<file path="src/rtl/fib_sweep_ctrl.sv">
// Sweep sequencer and in-circuit checker for the Fibonacci-membership detector:
// drives x = 0..2^N-1, compares the returned flag against a generated sequence.
module fib_sweep_ctrl #(
    parameter int N   = 4,
    parameter int LAT = 0
) (
    input  logic         clk,
    input  logic         rst,
    input  logic         start,
    input  logic         abort,
    input  logic         is_fib,
    output logic [N-1:0] x,
    output logic         x_valid,
    output logic         busy,
    output logic         done,
    output logic [N:0]   fib_count,
    output logic [N:0]   err_count,
    output logic [N-1:0] first_err_x,
    output logic         err_flag
);

    typedef enum logic [1:0] {
        S_IDLE  = 2'd0,
        S_RUN   = 2'd1,
        S_DRAIN = 2'd2,
        S_DONE  = 2'd3
    } state_t;

    localparam int            DW         = (LAT > 1) ? $clog2(LAT) : 1;
    localparam logic [DW-1:0] DRAIN_LAST = DW'(LAT - 1);
    localparam logic [N-1:0]  X_LAST     = {N{1'b1}};
    localparam logic [N+1:0]  F_INIT     = {{(N+1){1'b0}}, 1'b1};
    localparam logic [N+1:0]  G_INIT     = {{N{1'b0}}, 2'b10};

    state_t         state_q, state_d;
    logic [N-1:0]   x_q, x_d;
    logic           x_valid_q, busy_q, done_q;
    logic [DW-1:0]  drain_q, drain_d;
    logic [N+1:0]   f_q, f_d, g_q, g_d;
    logic [N:0]     fib_count_q, fib_count_d, err_count_q, err_count_d;
    logic [N-1:0]   first_err_x_q, first_err_x_d;
    logic           err_flag_q, err_flag_d;
    logic           live_hit, live_exp, kill;
    logic           smp_v, smp_e;
    logic [N-1:0]   smp_x;

    assign live_hit = ({2'b00, x_q} == f_q);
    assign live_exp = (x_q == {N{1'b0}}) | live_hit;

    // Sample point: either the live stimulus or the tail of the LAT-deep delay line.
    if (LAT == 0) begin : g_comb
        assign smp_v = x_valid_q;
        assign smp_x = x_q;
        assign smp_e = live_exp;
    end else begin : g_pipe
        logic [LAT-1:0] pv_q;
        logic [LAT-1:0] pe_q;
        logic [N-1:0]   px_q [LAT];

        // Delay line carrying valid, x and expected flag alongside the detector.
        always_ff @(posedge clk or posedge rst) begin
            if (rst) begin
                pv_q <= '0;
                pe_q <= '0;
                for (int i = 0; i < LAT; i++) px_q[i] <= '0;
            end else begin
                for (int i = LAT - 1; i > 0; i--) begin
                    pv_q[i] <= pv_q[i-1];
                    pe_q[i] <= pe_q[i-1];
                    px_q[i] <= px_q[i-1];
                end
                pv_q[0] <= x_valid_q;
                pe_q[0] <= live_exp;
                px_q[0] <= x_q;
                if (kill) begin
                    pv_q <= '0;
                end
            end
        end

        assign smp_v = pv_q[LAT-1];
        assign smp_x = px_q[LAT-1];
        assign smp_e = pe_q[LAT-1];
    end

    // Next-state, generator and result accumulation.
    always_comb begin
        state_d       = state_q;
        x_d           = x_q;
        drain_d       = drain_q;
        f_d           = f_q;
        g_d           = g_q;
        fib_count_d   = fib_count_q;
        err_count_d   = err_count_q;
        first_err_x_d = first_err_x_q;
        err_flag_d    = err_flag_q;
        kill          = 1'b0;

        if (smp_v) begin
            fib_count_d = fib_count_q + {{N{1'b0}}, is_fib};
            if (is_fib != smp_e) begin
                err_count_d = err_count_q + {{N{1'b0}}, 1'b1};
                if (!err_flag_q) begin
                    first_err_x_d = smp_x;
                    err_flag_d    = 1'b1;
                end else begin
                    first_err_x_d = first_err_x_q;
                end
            end else begin
                err_count_d = err_count_q;
            end
        end else begin
            fib_count_d = fib_count_q;
        end

        // f runs ahead through the sequence only when the sweep reaches it.
        if (x_valid_q && live_hit) begin
            f_d = g_q;
            g_d = f_q + g_q;
        end else begin
            f_d = f_q;
        end

        case (state_q)
            S_IDLE: begin
                if (start) begin
                    state_d       = S_RUN;
                    x_d           = {N{1'b0}};
                    f_d           = F_INIT;
                    g_d           = G_INIT;
                    fib_count_d   = {(N+1){1'b0}};
                    err_count_d   = {(N+1){1'b0}};
                    first_err_x_d = {N{1'b0}};
                    err_flag_d    = 1'b0;
                end else begin
                    state_d = S_IDLE;
                end
            end
            S_RUN: begin
                if (abort) begin
                    state_d = S_IDLE;
                    kill    = 1'b1;
                end else begin
                    x_d     = x_q + {{(N-1){1'b0}}, 1'b1};
                    drain_d = {DW{1'b0}};
                    if (x_q == X_LAST) begin
                        state_d = (LAT > 0) ? S_DRAIN : S_DONE;
                    end else begin
                        state_d = S_RUN;
                    end
                end
            end
            S_DRAIN: begin
                if (abort) begin
                    state_d = S_IDLE;
                    kill    = 1'b1;
                end else if (drain_q == DRAIN_LAST) begin
                    state_d = S_DONE;
                end else begin
                    drain_d = drain_q + {{(DW-1){1'b0}}, 1'b1};
                end
            end
            S_DONE: begin
                state_d = S_IDLE;
            end
            default: begin
                state_d = S_IDLE;
            end
        endcase
    end

    // State, generator and registered outputs.
    always_ff @(posedge clk or posedge rst) begin
        if (rst) begin
            state_q       <= S_IDLE;
            x_q           <= '0;
            x_valid_q     <= 1'b0;
            busy_q        <= 1'b0;
            done_q        <= 1'b0;
            drain_q       <= '0;
            f_q           <= F_INIT;
            g_q           <= G_INIT;
            fib_count_q   <= '0;
            err_count_q   <= '0;
            first_err_x_q <= '0;
            err_flag_q    <= 1'b0;
        end else begin
            state_q       <= state_d;
            x_q           <= x_d;
            x_valid_q     <= (state_d == S_RUN);
            busy_q        <= (state_d == S_RUN) || (state_d == S_DRAIN);
            done_q        <= (state_d == S_DONE);
            drain_q       <= drain_d;
            f_q           <= f_d;
            g_q           <= g_d;
            fib_count_q   <= fib_count_d;
            err_count_q   <= err_count_d;
            first_err_x_q <= first_err_x_d;
            err_flag_q    <= err_flag_d;
        end
    end

    assign x           = x_q;
    assign x_valid     = x_valid_q;
    assign busy        = busy_q;
    assign done        = done_q;
    assign fib_count   = fib_count_q;
    assign err_count   = err_count_q;
    assign first_err_x = first_err_x_q;
    assign err_flag    = err_flag_q;

endmodule

</file>
<file path="config.mk">
export PLATFORM = sky130hd
export DESIGN_NAME = fib_sweep_ctrl
export DESIGN_NICKNAME = d
export VERILOG_FILES = /design/src/rtl/fib_sweep_ctrl.sv
export SDC_FILE = /design/constraint.sdc
export NUM_CORES = 1
export LEC_CHECK = 0
export CORE_UTILIZATION = 45
export DETAILED_ROUTE_END_ITERATION = 6
export PLACE_DENSITY = 0.78
export SLEW_MARGIN = 20
export SYNTH_ARGS = -nofsm -noshare
export SYNTH_HDL_FRONTEND = slang
export SYNTH_SLANG_ARGS = --single-unit
</file>
<file path="constraint.sdc">
create_clock -name clk -period 1.9 [get_ports clk]
set_clock_uncertainty 0.05 [all_clocks]
set_input_delay 0.38 -clock clk [delete_from_list [all_inputs] [get_ports clk]]
set_output_delay 0.38 -clock clk [all_outputs]
set_load 0.01 [all_outputs]
</file>
; ---- Word level (Yosys, flattened, before mapping)
; Cells that the tools add are included.
[word_totals]
regBits = 37
mem_count = 0
romBits = 0
output_inout_bits = 22
input_bits = 5
ram_bits = 0
latch_bits = 0
[classes]
n_eq_ne = 12
order_cmp = 0
n_addsub = 5
n_reduce_logical = 8
div = 0
bitwise = 1
muxes = 35
mul = 0
shift = 0
[ops]
columns = operator, count
row1 = 6-bit two-way mux, 6
row2 = 5-bit two-way mux, 7
row3 = 4-bit two-way mux, 7
row4 = "2-bit equality test, second input constant", 4
row5 = 1-bit two-way mux, 8
row6 = 2-bit two-way mux, 4
row7 = 2-bit case mux with 4 select lines, 1
row8 = 4-bit case mux with 2 select lines, 1
row9 = 6-bit adder, 1
row10 = 4-bit by 6-bit equality test with 1-bit output, 1
row11 = "2-bit inequality test, second input constant", 3
row12 = 3-bit AND reduction, 2
row13 = 5-bit by 1-bit adder with 5-bit output, 1
row14 = "5-bit by 1-bit adder with 5-bit output, second input constant", 1
row15 = "4-bit by 1-bit adder with 4-bit output, second input constant", 1
row16 = "2-bit by 1-bit equality test with 1-bit output, second input constant", 2
row17 = "4-bit equality test, second input constant", 1
row18 = 4-bit logical NOT, 1
row19 = 2-bit nonzero test, 2
row20 = 2-bit logical NOT, 1
row21 = 1-bit case mux with 2 select lines, 1
row22 = "1-bit adder, second input constant", 1
row23 = 1-bit logical AND, 1
row24 = 1-bit logical OR, 1
row25 = 2 further kinds, 2

; ---- Depth between registers and ports, before layout
[depth]
ltp_word = 7
ltp_mapped = 9

; ---- Worst setup path before layout
; No wires, ideal clock.
[synth_timing]
kind = register to register
startpoint = reg x_q[0] (netlist: x[0])
endpoint = reg err_count_q[3] (netlist: err_count[3])
path_slack_ns = -0.123
setup_ns = 0.079
synth_period_minus_slack_ns = 2.023
t_arrival_ns = 1.893
path_stages_with_launch = 10
required_time_ns = 1.771
cell_sequence = dfrtp_1 buf_2 inv_1 ha_1 or3b_4 and3_4 a21oi_4 nand2_2 nand4_1 mux2i_1
[synth_via]
elab_chain_cells = 7
[synth_lines]
columns = item, line
row1 = "start, declared", 36  ; logic [N-1:0] x_q, x_d;
row2 = "start signal, assigned", 176  ; x_q <= '0;
row3 = "start signal, assigned", 189  ; x_q <= x_d;
row4 = 4-bit by 6-bit equality test with 1-bit output / 4-bit logical NOT (equally long branches), "47, 48"
row5 = 1-bit OR *, 48  ; assign live_exp = (x_q == {N{1'b0}}) | live_hit;
row6 = 1-bit inequality test *, 101  ; if (is_fib != smp_e) begin
row7 = 5-bit two-way mux *, 101
row8 = 5-bit two-way mux *, 99  ; if (smp_v) begin
row9 = 5-bit two-way mux, 126  ; if (start) begin
row10 = 5-bit two-way mux *, 124  ; case (state_q)
row11 = named net err_count_d[3], 40  ; logic [N:0] fib_count_q, fib_count_d, err_count_q, err_count_d;
row12 = "end signal, assigned", 197  ; err_count_q <= err_count_d;
row13 = "end, declared", 40
; The timed path passes the listed nets; every way through them passes the cells marked *.
; A chain may end at the register's enable or synchronous reset.

; ---- Final worst setup path
[layout_timing]
startpoint = reg x_q[0] (netlist: x[0])
endpoint = reg first_err_x_q[0] (netlist: first_err_x[0])
[layout_via]
elab_chain_cells = 7
[layout_lines]
columns = item, line
row1 = 4-bit by 6-bit equality test with 1-bit output / 4-bit logical NOT (equally long branches), "47, 48"
row2 = 1-bit OR, 48
row3 = 1-bit inequality test, 101
row4 = 4-bit two-way mux *, 101
row5 = 4-bit two-way mux *, 99
row6 = 4-bit two-way mux, 126
row7 = 4-bit two-way mux *, 124
row8 = named net first_err_x_d[0], 41  ; logic [N-1:0] first_err_x_q, first_err_x_d;
row9 = "end signal, assigned", 198  ; first_err_x_q <= first_err_x_d;
row10 = "end, declared", 41
; Marks and branches as above.

==> results by group <==
Place
  – DP Worst Slack: -0.270 ns
  – Inst Count DP: 276
  – RD Place Congestion: 0.813
  – Hpwl dp: 2730 um
  – Port Buffer Count: 26
  – Placed cell areas: 2380 um^2

Final layout
  – Non-filler cells, final: 287
  – Share of post-route cells with drive strength above 1: 0.219
  – Area Overhead vs Synth: 31.3%
  – Fin util: 0.630
  – Final #Nets: 255
  – Antenna fix cells: 0
  – Final Cell Area: 2570 um^2

GRT
  – Tot GR Track Use: 0.202
  – First-pass GRT wire length: 6670 um
  – GRT Residual Overflow: 0
  – Largest net degree at the start of global routing: 38
  – Initial antenna violation count: 0
  – Vias in the first global route: 1508

Critical path
  – Critical Path Source Type: register
  – CP max FO: 4
  – WP data required: 2.03 ns
  – Critical R2R Launch: x[0]$_DFFE_PP0P_
  – Worst setup EP type: register
  – Critical path class: register to register
  – Worst setup startpoint: x[0]$_DFFE_PP0P_
  – Critical Path AT: 2.04 ns

Yosys
  – Yosys warns: 0
  – Synth Register Bits: 37
  – Top_reg_cell synth: dfrtp_1
  – Mapped Area: 1960 um^2
  – Syn_area_per_cell: 10.2 um^2
  – Number of flops mapped to enable cells by yosys: 0
  – Cells after Synth: 193
  – Async S/R FF share, synth: 1.00
  – Post-synthesis sequential area ratio: 0.474
  – Post-synth cell types: 38
  – Post-Synthesis Net Count: 211

CTS
  – Clock-pin slew on the worst setup and hold paths: 0.07 ns
  – Clk Latency, worst-skew pair: 0.29 ns
  – TritonCTS clock tree: yes
  – CTS root buffer: clkbuf_8
  – Total CTS buffers: 5
  – Clock Path Buffers: 2
  – Sink Count: 37
  – Htree depth: 2

Pwr
  – P per Cell Area: 1040 nW/um^2
  – P_leak: 1.21 nW
  – IR drop worst, VDD: 466 uV

STA
  – Fin crit share: 1.01
  – Fmax: 0.523 GHz
  – RSZ-0062 raised after global routing: true
  – PnR worst setup slack: -0.0115 ns
  – Min Tclk post-route: 1.91 ns
  – Max Transition Viols Final: 0
  – Worst Tran Pin Value: 0.354 ns
  – Fin Hold WS: 0.382 ns
  – Hold Fails Final Rpt: 0
  – Rel. slew slack: 0.763
  – # setup viols final: 3

Run status
  – Status: complete, but fails checks
  – Failing checks: negative setup slack

Min path
  – Worst hold path class: input port to async pin

Drt
  – Antenna Nets Post-Route: 0
  – WL final: 3970 um
  – Drt pass-1 iters: 4
  – Mean routed wirelength per cell: 13.8 um
  – DR DRC count: 0
  – Total number of vias: 1507
  – Vias per cell: 5.25
  – Iter 0 DRT Violations: 72

Die
  – Die footprint: 4620 um^2
  – Die Width: 68.0 um
  – Starting density of the core: 0.480
  – Die H: 68.0 um
  – I/O pin total: 27
  – FP Rows: 23
  – Core area: 4090 um^2

Job
  – Maxcap violations: 0
sequential cells by signal, indices dropped and copies added (netlist names):
signal       flops
busy             1
done             1
drain_q          1
err_count        5
err_flag         1
f_q              6
fib_count        5
first_err_x      4
g_q              6
state_q          2
x                4
x_valid          1
area by class of cell:
type,count,area (um^2)
clock buffer,7,86.3
fill,333,1510
inverter,12,45.0
multi-input combinational,137,1040
sequential,37,928
tap,50,62.6
timing repair buffer,44,415
worst paths after layout:
path	end	slack [ns]	depth (start not counted)
setup / recovery	first_err_x[0]$_DFF_PP0_	-0.01	8
max in group asynchronous	f_q[0]$_DFF_PP1_	1.17	3
setup reg to reg	first_err_x[0]$_DFF_PP0_	-0.01	8
hold reg to reg	first_err_x[1]$_DFF_PP0_	0.48	2
min in group clk	first_err_x[1]$_DFF_PP0_	0.48	2
hold / removal	err_count[1]$_DFF_PP0_	0.38	3
placed cells by master, fill, tap and decap left out, drive strengths merged, types with 7 or more instances in the layout:
cell and n:
buf 18, clkdlybuf4s50 26, o21ai 8, inv 12, mux2i 15, clkbuf 7
a21oi 11, ha 12, nand2 13, xnor2 9, dfrtp 35, nor2 31
logic make-up after synthesis:
logic type | after synthesis | synth area share
AND/OR/NAND/NOR | 67 | 0.162
flip-flops | 37 | 0.474
AO/OA/AOI/OAI | 27 | 0.0925
buffers and inverters | 19 | 0.0383
multiplexers | 16 | 0.0842
XOR/XNOR | 14 | 0.0625
adder cells (fa/ha/maj) | 13 | 0.0868
cell usage after synthesis, drive strengths merged, types with 2 or more instances:
master   n  share of area
dfstp    2          0.027
or2      3         0.0096
a21o     2         0.0077
nor2b    4          0.013
inv     12          0.023
a21oi   11          0.040
dfrtp   35           0.45
nor2    31          0.061
ha      12          0.077
buf      2         0.0051
xnor2    9          0.040
mux2i   15          0.077
nor3     2         0.0051
clkbuf   5          0.010
nand3    5          0.013
nand4    5          0.016
o21ai    8          0.020
nand2   13          0.026
xor2     5          0.022
where the power goes:
group / internal, mW / switching, mW / total [mW]
Combinational: 0.573 / 0.513 / 1.09
Sequential: 0.918 / 0.130 / 1.05
Clock: 0.288 / 0.265 / 0.552
Total: 1.78 / 0.908 / 2.69
routing by layer:
metal,wire length (um),GRT usage,vias to the layer above,share of wire
met2,1900,0.326,47,0.48
met3,185,0.0450,11,0.047
met5,0,0,-,0
met4,103,0.117,0,0.026
li1,-,-,736,-
met1,1780,0.245,713,0.45
repair_timing:
action / in CTS / in global routing
endpoints found under the setup margin: 7 / 15
buffers inserted: 2 / 2
resized for setup: 6 / 13
hold buffers: 0 / 0
pin swaps: 6 / 6
metrics by stage:
stage,setup TNS (ns),total power [mW]
finish,-0.0211,2.69
global route,-0.675,2.87
CTS,-0.0940,2.60
detailed placement,-1.55,1.97
global placement,-0.773,1.95
floorplan,-0.412,1.63
worst max-delay path: stages, from the launching register on:
cell and delay (ns):
dfrtp_1 0.40, inv_2 0.07, ha_4 0.11, or3b_4 0.39, and3_4 0.19, a21oi_4 0.22, a21oi_4 0.12, mux2i_1 0.17
nor2_1 0.07
Power figures use the tool's default switching activity.
